### config.mk
export PLATFORM = sky130hd
export DESIGN_NAME = conv1_buf
export DESIGN_NICKNAME = d
export VERILOG_FILES = /design/src/rtl/conv1_buf_pkg.sv /design/src/rtl/conv1_buf_pos_cnt.sv /design/src/rtl/conv1_buf.sv
export SDC_FILE = /design/constraint.sdc
export NUM_CORES = 1
export LEC_CHECK = 0
export CORE_MARGIN = 10
export CORE_UTILIZATION = 57
export CTS_CLUSTER_SIZE = 24
export DETAILED_ROUTE_END_ITERATION = 12
export DONT_BUFFER_PORTS = 1
export GPL_TIMING_DRIVEN = 0
export PLACE_DENSITY = 0.77
export SYNTH_ARGS = -nofsm -noshare
export SYNTH_HDL_FRONTEND = slang
export SYNTH_SLANG_ARGS = --single-unit
### constraint.sdc
create_clock -name clk -period 39.6 [get_ports clk]
set_clock_uncertainty 0.15 [all_clocks]
set_input_delay 7.92 -clock clk [delete_from_list [all_inputs] [get_ports clk]]
set_output_delay 7.92 -clock clk [all_outputs]
set_load 0.05 [all_outputs]
### src/rtl/conv1_buf_pkg.sv
// -----------------------------------------------------------------------------
// conv1_buf_pkg
// Shared CNN package: filter geometry, default feature-map size and pixel
// width, plus helpers for the line-buffer depth and window tap addressing.
// Used by the conv1 window buffer and by the convolution calculation stages.
// -----------------------------------------------------------------------------
package conv1_buf_pkg;

    // Square convolution kernel edge length.
    localparam int FILTER_SIZE = 5;

    // Default unsigned pixel width.
    localparam int DATA_BITS   = 8;

    // Default input feature-map geometry.
    localparam int IMG_WIDTH   = 28;
    localparam int IMG_HEIGHT  = 28;

    // Words needed so that the oldest tap of a FILTER_SIZE x FILTER_SIZE
    // window is still present: (FILTER_SIZE-1) full rows plus FILTER_SIZE.
    function automatic int buf_depth(input int width);
        return (FILTER_SIZE - 1) * width + FILTER_SIZE;
    endfunction

    // Buffer index feeding window tap (r, c); r=0 is the top row, c=0 the
    // left column. Index 0 is the newest pixel, i.e. the bottom-right tap.
    function automatic int tap_index(input int r, input int c, input int width);
        return (FILTER_SIZE - 1 - r) * width + (FILTER_SIZE - 1 - c);
    endfunction

endpackage

### src/rtl/conv1_buf_pos_cnt.sv
// -----------------------------------------------------------------------------
// conv1_pos_cnt
// Raster position tracker for the conv1 window buffer. Keeps the column/row
// of the next pixel to be accepted and registers the window-valid strobe when
// the accepted pixel completes a full 5x5 window inside the current frame.
//
// Ports
//   clk           in   single clock, rising edge
//   rst           in   asynchronous active-high reset
//   valid_in      in   pixel accepted on an edge where high
//   valid_out_buf out  registered window-valid strobe
// -----------------------------------------------------------------------------
module conv1_pos_cnt
    import conv1_buf_pkg::*;
#(
    parameter int WIDTH  = IMG_WIDTH,
    parameter int HEIGHT = IMG_HEIGHT
) (
    input  logic clk,
    input  logic rst,
    input  logic valid_in,
    output logic valid_out_buf
);

    localparam int CW = (WIDTH  > 1) ? $clog2(WIDTH)  : 1;
    localparam int RW = (HEIGHT > 1) ? $clog2(HEIGHT) : 1;

    localparam logic [CW-1:0] COL_LAST = CW'(WIDTH - 1);
    localparam logic [RW-1:0] ROW_LAST = RW'(HEIGHT - 1);
    localparam logic [CW-1:0] COL_MIN  = CW'(FILTER_SIZE - 1);
    localparam logic [RW-1:0] ROW_MIN  = RW'(FILTER_SIZE - 1);

    logic [CW-1:0] col;
    logic [RW-1:0] row;
    logic          window_full;

    // A window is complete once at least FILTER_SIZE-1 rows and columns sit
    // above and left of the pixel. Gating on col also kills windows that
    // would straddle a row wrap, and gating on row kills windows that would
    // straddle a frame boundary, so the buffer never needs clearing.
    assign window_full = (row >= ROW_MIN) && (col >= COL_MIN);

    // NOTE: state registers use non-blocking assignments so every flop samples
    // pre-edge values; blocking here would make row see the updated col.
    always_ff @(posedge clk or posedge rst) begin
        if (rst) begin
            col           <= '0;
            row           <= '0;
            valid_out_buf <= 1'b0;
        end else begin
            // Strobe is computed from pre-increment position and drops to 0
            // after any idle edge.
            valid_out_buf <= valid_in && window_full;
            if (valid_in) begin
                if (col == COL_LAST) begin
                    col <= '0;
                    row <= (row == ROW_LAST) ? '0 : row + 1'b1;
                end else begin
                    col <= col + 1'b1;
                end
            end
        end
    end

endmodule

### src/rtl/conv1_buf.sv
// -----------------------------------------------------------------------------
// conv1_buf
// Sliding 5x5 window generator for the first convolution layer. Pixels arrive
// in raster order; a shift buffer of 4*WIDTH+5 words holds enough history to
// expose every tap of the window whose bottom-right pixel is the newest one.
// Taps are driven straight from buffer registers.
//
// Ports
//   clk                  in   single clock, rising edge
//   rst                  in   asynchronous active-high reset
//   valid_in             in   pixel qualifier
//   data_in              in   unsigned pixel, DATA_BITS wide
//   data_out_0..24       out  window taps, data_out_(5r+c) = row r, column c
//   valid_out_buf        out  window-valid strobe for the convolution stage
// -----------------------------------------------------------------------------
module conv1_buf
    import conv1_buf_pkg::*;
#(
    parameter int WIDTH     = IMG_WIDTH,
    parameter int HEIGHT    = IMG_HEIGHT,
    parameter int DATA_BITS = conv1_buf_pkg::DATA_BITS
) (
    input  logic                 clk,
    input  logic                 rst,
    input  logic                 valid_in,
    input  logic [DATA_BITS-1:0] data_in,
    output logic [DATA_BITS-1:0] data_out_0,
    output logic [DATA_BITS-1:0] data_out_1,
    output logic [DATA_BITS-1:0] data_out_2,
    output logic [DATA_BITS-1:0] data_out_3,
    output logic [DATA_BITS-1:0] data_out_4,
    output logic [DATA_BITS-1:0] data_out_5,
    output logic [DATA_BITS-1:0] data_out_6,
    output logic [DATA_BITS-1:0] data_out_7,
    output logic [DATA_BITS-1:0] data_out_8,
    output logic [DATA_BITS-1:0] data_out_9,
    output logic [DATA_BITS-1:0] data_out_10,
    output logic [DATA_BITS-1:0] data_out_11,
    output logic [DATA_BITS-1:0] data_out_12,
    output logic [DATA_BITS-1:0] data_out_13,
    output logic [DATA_BITS-1:0] data_out_14,
    output logic [DATA_BITS-1:0] data_out_15,
    output logic [DATA_BITS-1:0] data_out_16,
    output logic [DATA_BITS-1:0] data_out_17,
    output logic [DATA_BITS-1:0] data_out_18,
    output logic [DATA_BITS-1:0] data_out_19,
    output logic [DATA_BITS-1:0] data_out_20,
    output logic [DATA_BITS-1:0] data_out_21,
    output logic [DATA_BITS-1:0] data_out_22,
    output logic [DATA_BITS-1:0] data_out_23,
    output logic [DATA_BITS-1:0] data_out_24,
    output logic                 valid_out_buf
);

    localparam int BUF_DEPTH = buf_depth(WIDTH);
    localparam int NUM_TAPS  = FILTER_SIZE * FILTER_SIZE;

    logic [DATA_BITS-1:0] buffer [BUF_DEPTH];
    logic [DATA_BITS-1:0] taps   [NUM_TAPS];

    // ------------------------------------------------------------------
    // Shift buffer: index 0 is the newest pixel.
    // ------------------------------------------------------------------
    // NOTE: the buffer is reset word by word so every tap reads 0 right after
    // reset; this costs a reset net on each flop but keeps outputs defined.
    always_ff @(posedge clk or posedge rst) begin
        if (rst) begin
            for (int i = 0; i < BUF_DEPTH; i++) begin
                buffer[i] <= '0;
            end
        end else if (valid_in) begin
            buffer[0] <= data_in;
            for (int i = 1; i < BUF_DEPTH; i++) begin
                buffer[i] <= buffer[i-1];
            end
        end
    end

    // ------------------------------------------------------------------
    // Window taps, straight from the buffer registers.
    // ------------------------------------------------------------------
    for (genvar k = 0; k < NUM_TAPS; k++) begin : g_tap
        assign taps[k] = buffer[tap_index(k / FILTER_SIZE, k % FILTER_SIZE, WIDTH)];
    end

    assign data_out_0  = taps[0];
    assign data_out_1  = taps[1];
    assign data_out_2  = taps[2];
    assign data_out_3  = taps[3];
    assign data_out_4  = taps[4];
    assign data_out_5  = taps[5];
    assign data_out_6  = taps[6];
    assign data_out_7  = taps[7];
    assign data_out_8  = taps[8];
    assign data_out_9  = taps[9];
    assign data_out_10 = taps[10];
    assign data_out_11 = taps[11];
    assign data_out_12 = taps[12];
    assign data_out_13 = taps[13];
    assign data_out_14 = taps[14];
    assign data_out_15 = taps[15];
    assign data_out_16 = taps[16];
    assign data_out_17 = taps[17];
    assign data_out_18 = taps[18];
    assign data_out_19 = taps[19];
    assign data_out_20 = taps[20];
    assign data_out_21 = taps[21];
    assign data_out_22 = taps[22];
    assign data_out_23 = taps[23];
    assign data_out_24 = taps[24];

    // ------------------------------------------------------------------
    // Raster position and window-valid qualification.
    // ------------------------------------------------------------------
    conv1_pos_cnt #(
        .WIDTH  (WIDTH),
        .HEIGHT (HEIGHT)
    ) u_pos_cnt (
        .clk           (clk),
        .rst           (rst),
        .valid_in      (valid_in),
        .valid_out_buf (valid_out_buf)
    );

endmodule

==> results of run 1 <==
cells by family (layout without fill, tap and decap cells):
logic type | after synthesis | in the layout | share of synthesized area (%)
AO/OA/AOI/OAI | 9 | 9 | 0.157
flip-flops | 947 | 947 | 64.5
AND/OR/NAND/NOR | 22 | 22 | 0.327
buffers and inverters | 312 | 491 | 6.12
multiplexers | 941 | 941 | 28.8
adder cells (fa/ha/maj) | 4 | 4 | 0.136
layout make-up:
cell class | count | area, µm²
Clock buffer | 138 | 2810
Tap cell | 855 | 1070
Clock inverter | 34 | 415
Multi-Input combinational cell | 976 | 10800
Fill cell | 4410 | 22800
Timing Repair Buffer | 7 | 193
Inverter | 7 | 33.8
Sequential cell | 947 | 23700
Buffer | 305 | 2220
per-layer routing:
| layer | vias to the layer above | wire length, µm |
|---|---|---|
| met3 | 99 | 3220 |
| li1 | 7814 | - |
| met4 | 0 | 1320 |
| met5 | - | 0 |
| met2 | 277 | 29600 |
| met1 | 8947 | 24100 |
stage by stage:
step | std cells | power, mW | area, µm² | hold WS, ps
final | 3269 | 2.29 | 41300 | 346
after global routing | 3269 | 2.40 | 41300 | 359
after CTS | 3269 | 2.32 | 41300 | 348
after detailed placement | 3097 | 1.41 | 38000 | 337
after global placement | 3090 | 1.40 | 37800 | 334
after floorplan | 2235 | 1.35 | 36800 | 325
cell usage in the layout (no fill, tap or decap), drive strengths merged, types with 2 or more instances in the layout:
cell,count
mux2,939
nor2,3
o21ai,3
nor3,3
dfrtp,947
ha,4
bufinv,7
nand3,2
clkinvlp,4
buf,312
mux2i,2
nor2b,2
inv,8
nand2,5
clkinv,22
clkbuf,138
power groups by stage:
stage / sequential (mW) / combinational [mW] / clock [mW]
after floorplan: 1.13 / 0.222 / 0
after global placement: 1.15 / 0.242 / 0
after detailed placement: 1.16 / 0.254 / 0
after CTS: 1.14 / 0.256 / 0.928
after global routing: 1.15 / 0.272 / 0.973
final: 1.14 / 0.250 / 0.902
worst reg2reg max path: stages, from the launching register on:
cell and delay, ps:
dfrtp_1 400, ha_1 210, nand2_1 160, nor3_1 290, mux2_2 370
worst max path at each step:
| stage | startpoint | endpoint | slack (ps) | cells after the start |
|---|---|---|---|---|
| floorplan | rst | buffer[100]$_DFFE_PP0P_ | 4900 | 1 |
| global placement | rst | buffer[744]$_DFFE_PP0P_ | -2620 | 1 |
| detailed placement | rst | buffer[744]$_DFFE_PP0P_ | 28760 | 5 |
| CTS | rst | buffer[760]$_DFFE_PP0P_ | 29450 | 5 |
| global route | rst | buffer[774]$_DFFE_PP0P_ | 29120 | 5 |
| finish | rst | buffer[770]$_DFFE_PP0P_ | 29560 | 5 |
==> flow_summary.yaml, run 1 <==
pwr:
  p_switching_uw: 558
  power_leakage_nw: 21.1
  powerDensity_nw_per_um2: 55.5
  p_int_mw: 1.73
  netSwitchingFraction_pct: 24.4
  clkPwrFrac_pct: 39.4
  pwr-share-comb_pct: 10.9
  peakVddDrop_mv: 0.0580
  power.share.sequential_pct: 49.7
clock_tree:
  clockBufferDepth: 3
  numCtsBuffers: 95
  clkSinkCount: 947
  clkTransAtPathRegs_ps: 60
  insertion_delay_ps: 640
  ctsHoldBuffers: 0
  clock-root-buffer: "clkbuf_16"
  post_cts_buffers: 0
  htree_levels: 3
  cts_tree: "built"
  cts_resized: 0
timing:
  tightest_slew_ps: 725
  setup_viol: 0
  max_freq_mhz: 99.6
  slew_headroom_pct: 51.7
  hold_viol_final: 0
  maxSlewViolCount: 0
  rsz0062_at_grt: "false"
  setup_tns_ps: 0
  min_period_ps: 10040
  setup_slack_ps: 29560
  timing.final.crit_share_pct: 25.3
synth:
  async_flop_share_pct: 100
  ys.flop_type: "dfrtp_1"
  synthesis.nets: 2250
  ys_types: 27
  synth.most_common_cell: "dfrtp_1"
  ys_seq_elements: 947
  yosys-top-cells-area: "dfrtp_1, mux2_2, buf_4"
  ys_seq_area_share_pct: 64.5
  synthCells: 2235
  avgSynthCellArea_um2: 16.5
  synth_edf_count: 0
  yosys_warnings: 0
  synth_top_cell_by_area: "dfrtp_1"
  yosys-top-cells-count: "dfrtp_1, mux2_2, buf_4"
  synth_area_um2: 36800
  yosysTopAreaCellShare_pct: 64.5
global_routing:
  met3_usage_pct: 4.19
  met1_usage_pct: 19.6
  grtUsageTotal_pct: 16.0
  grt_pass1_wl_mm: 99.8
  grt-ovfl-total: 0
  busiest_layer: "met2"
  grt_max_degree: 145
  grt_pass1_vias: 19200
  antenna_found_initial: 2
  grt_use_met2_pct: 27.2
layout:
  syn_to_final_growth_pct: 12.2
  antennaDiodeCount: 0
  largest_register_ffs: 736
  final_util_pct: 64.4
  drive_gt1_share_pct: 58.2
  nets: 2354
  regMostFlops: "buffer"
floorplan:
  pin_count: 212
  rows: 93
  die_w_um: 274
  start_util_pct: 57.3
  core_area_um2: 64100
  die_h_um: 274
  dieArea_um2: 75100
placement:
  portBuffers: 0
  place_ws_ps: 28760
  hpwl_mm: 38.6
  gp_congestion: 0.786
worst_setup_path:
  path_class: "input port to asynchronous set/reset pin"
  r2r_end: "u_pos_cnt.row[2]$_DFFE_PP0P_"
  r2r_cells: 4
  required_ps: 40150
  cp_slowest_cell: "buf_16"
  crit_top_cell: "buf_16"
  rrSetupSlack_ps: 37900
  path_buf_inv: 5
  cp_slowest_stage_delay_ps: 550
  critPathTopFamily: "buffers and inverters"
  cp-end-kind: "asynchronous set/reset pin"
  path_max_fanout: 144
  r2r_start: "u_pos_cnt.col[0]$_DFFE_PP0P_"
  arrival_ps: 10580
  cp-start-kind: "input port"
  crit_chain: "inv_8, buf_16, buf_16, buf_16, buf_16"
route:
  vias: 17100
  drc_errors: 0
  wl_per_cell_um: 17.8
  ant_nets: 0
  dr.first_iter.drc_count: 618
  via_per_inst: 5.24
  routed_wirelength_mm: 58.2
  firstDrtPassIters: 5
flow_run:
  cap_viol_max_count: 0
hold_path:
  hold_start: "buffer[735]$_DFFE_PP0P_"
  hold_depth: 1
  holdPathEnd: "buffer[727]$_DFFE_PP0P_"
  hold_path.class: "register to register"
outcome:
  status: "complete, no violations"
Power figures use the tool's default switching activity.
==> run 2: changes to the inputs <==
--- a/config.mk
+++ b/config.mk
@@ -11,7 +11,7 @@
 export DETAILED_ROUTE_END_ITERATION = 12
 export DONT_BUFFER_PORTS = 1
 export GPL_TIMING_DRIVEN = 0
-export PLACE_DENSITY = 0.77
+export PLACE_DENSITY = 0.8
 export SYNTH_ARGS = -nofsm -noshare
 export SYNTH_HDL_FRONTEND = slang
 export SYNTH_SLANG_ARGS = --single-unit
==> constraint.sdc (replaced) <==
create_clock -name clk -period 8.9 [get_ports clk]
set_clock_uncertainty 0.15 [all_clocks]
set_input_delay 1.78 -clock clk [delete_from_list [all_inputs] [get_ports clk]]
set_output_delay 1.78 -clock clk [all_outputs]
set_load 0.05 [all_outputs]
==> run 2 against run 1 <==
Net effect: global-route usage increased by 0.39 points; combinational power increased to 4.6 times the previous value; critical path type unchanged; wire length increased by 3.0%; critical endpoint is now buffer[185]$_DFFE_PP0P_.
==> flow_summary.yaml, run 2 (synthesis results as in run 1) <==
outcome:
  status: "complete, no violations"
timing:
  timing.final.crit_share_pct: 45.9
  rsz0062_at_grt: "false"
  max_freq_mhz: 245
  setup_viol: 0
  tightest_slew_ps: 479
  maxSlewViolCount: 0
  setup_tns_ps: 0
  hold_viol_final: 0
  min_period_ps: 4080
  slew_headroom_pct: 68.1
clock_tree:
  cts_tree: "built"
  insertion_delay_ps: 650
  clkTransAtPathRegs_ps: 60
  htree_levels: 3
  post_cts_buffers: 0
  clock-root-buffer: "clkbuf_16"
  clkSinkCount: 947
  clockBufferDepth: 3
  cts_resized: 0
  ctsHoldBuffers: 0
  numCtsBuffers: 94
route:
  drc_errors: 0
  ant_nets: 0
  dr.first_iter.drc_count: 602
  routed_wirelength_mm: 59.9
  vias: 17200
  wl_per_cell_um: 18.2
  firstDrtPassIters: 4
  via_per_inst: 5.24
worst_setup_path:
  crit_top_cell: "buf_12"
  cp-start-kind: "input port"
  path_class: "input port to asynchronous set/reset pin"
  path_max_fanout: 45
  arrival_ps: 4760
  required_ps: 9580
  r2r_cells: 4
  crit_path_start: "rst"
  crit_chain: "clkinvlp_4, buf_12, buf_12, buf_12, buf_12, buf_12, buf_12, buf_12, buf_12, buf_12, buf_12"
  cp_slowest_cell: "buf_12"
  cp_slowest_stage_delay_ps: 280
  r2r_start: "u_pos_cnt.col[0]$_DFFE_PP0P_"
  cp-end-kind: "asynchronous set/reset pin"
flow_run:
  cap_viol_max_count: 0
layout:
  final_common_cell: "dfrtp_1"
  syn_to_final_growth_pct: 13.0
  antennaDiodeCount: 0
  final_area_um2: 41500
  multi_input_area_um2: 10800
  seqCellArea_um2: 23700
  drive_gt1_share_pct: 58.3
  largest_register_ffs: 736
  fillers: 4316
  nets: 2370
  regMostFlops: "buffer"
  final_cell_mix: "dfrtp_1, mux2_2, buf_4, clkbuf_16, buf_2"
floorplan:
  die_w_um: 274
  start_util_pct: 57.3
  die_h_um: 274
  rows: 93
  pin_count: 212
  dieArea_um2: 75100
  core_area_um2: 64100
pwr:
  peakVddDrop_mv: 0.203
  powerDensity_nw_per_um2: 247
  power_leakage_nw: 21.2
global_routing:
  grt_pass1_wl_mm: 102
  grt_max_degree: 47
  grt_pass1_vias: 19700
  antenna_found_initial: 2
  grt-ovfl-total: 0
  grtUsageTotal_pct: 16.3
hold_path:
  hold_depth: 1
  hold_start: "buffer[67]$_DFFE_PP0P_"
  hold_path.class: "register to register"
placement:
  hpwl_mm: 40.7
  placed_area_um2: 38300
  gp_congestion: 0.785
  portBuffers: 0
## run 2: cell types whose count changed in the layout (fill, tap and decap cells not counted)
cell	before	now
buf_12	0	24
buf_16	7	0
bufinv_16	7	9
clkbuf_1	18	23
clkbuf_16	97	94
clkbuf_8	23	18
clkinv_16	0	1
clkinv_2	18	16
clkinv_4	0	1
clkinv_8	4	2
clkinvlp_4	4	3
inv_16	1	4
inv_6	0	1
inv_8	1	0
## run 2: power breakdown
group	switching, mW	total [mW]	internal (mW)	leakage, nW
clock	1.65	4.03	2.38	1.58
sequential	0.302	5.08	4.78	12.8
combinational	0.592	1.14	0.549	6.85
total	2.55	10.3	7.71	21.2
## run 2: area by class of cell
cell class | count | share of cell area [%]
inverter | 7 | 0.0723
multi-input combinational | 976 | 26.1
timing repair buffer | 24 | 1.16
buffer | 305 | 5.35
clock buffer | 135 | 6.47
tap | 855 | 2.58
sequential | 947 | 57.1
clock inverter | 36 | 1.27
## run 2: per-stage QoR
step	hold WS [ps]	utilization [%]	setup slack [ps]	cells	power, mW
detailed placement	338	59.8	3950	3114	6.30
global route	359	64.8	4380	3285	10.7
finish	347	64.8	4820	3285	10.3
floorplan	325	-	-6070	2235	6.03
CTS	350	64.8	4660	3285	10.4
global placement	333	59.0	-9880	3090	6.21
## run 2: metal layers
| layer | track usage (%) | vias to the layer above | wire (µm) |
|---|---|---|---|
| li1 | - | 7834 | - |
| met1 | 20.0 | 9029 | 24800 |
| met2 | 28.2 | 267 | 30700 |
| met3 | 4.30 | 92 | 3290 |
| met4 | 4.71 | 0 | 1130 |
| met5 | 0 | - | 0 |
## run 2: critical path, delay by kind of cell
family / cells / cell delay [ps]
buffers and inverters: 11 / 2860
## run 2: final timing paths
path                                                end  slack, ps
min in group asynchronous       buffer[287]$_DFFE_PP0P_        820
max in group clk                         data_out_24[6]       5450
min                              buffer[59]$_DFFE_PP0P_        350
max reg2reg                u_pos_cnt.row[4]$_DFFE_PP0P_       7150
max                             buffer[185]$_DFFE_PP0P_       4820
min reg2reg                      buffer[59]$_DFFE_PP0P_        350
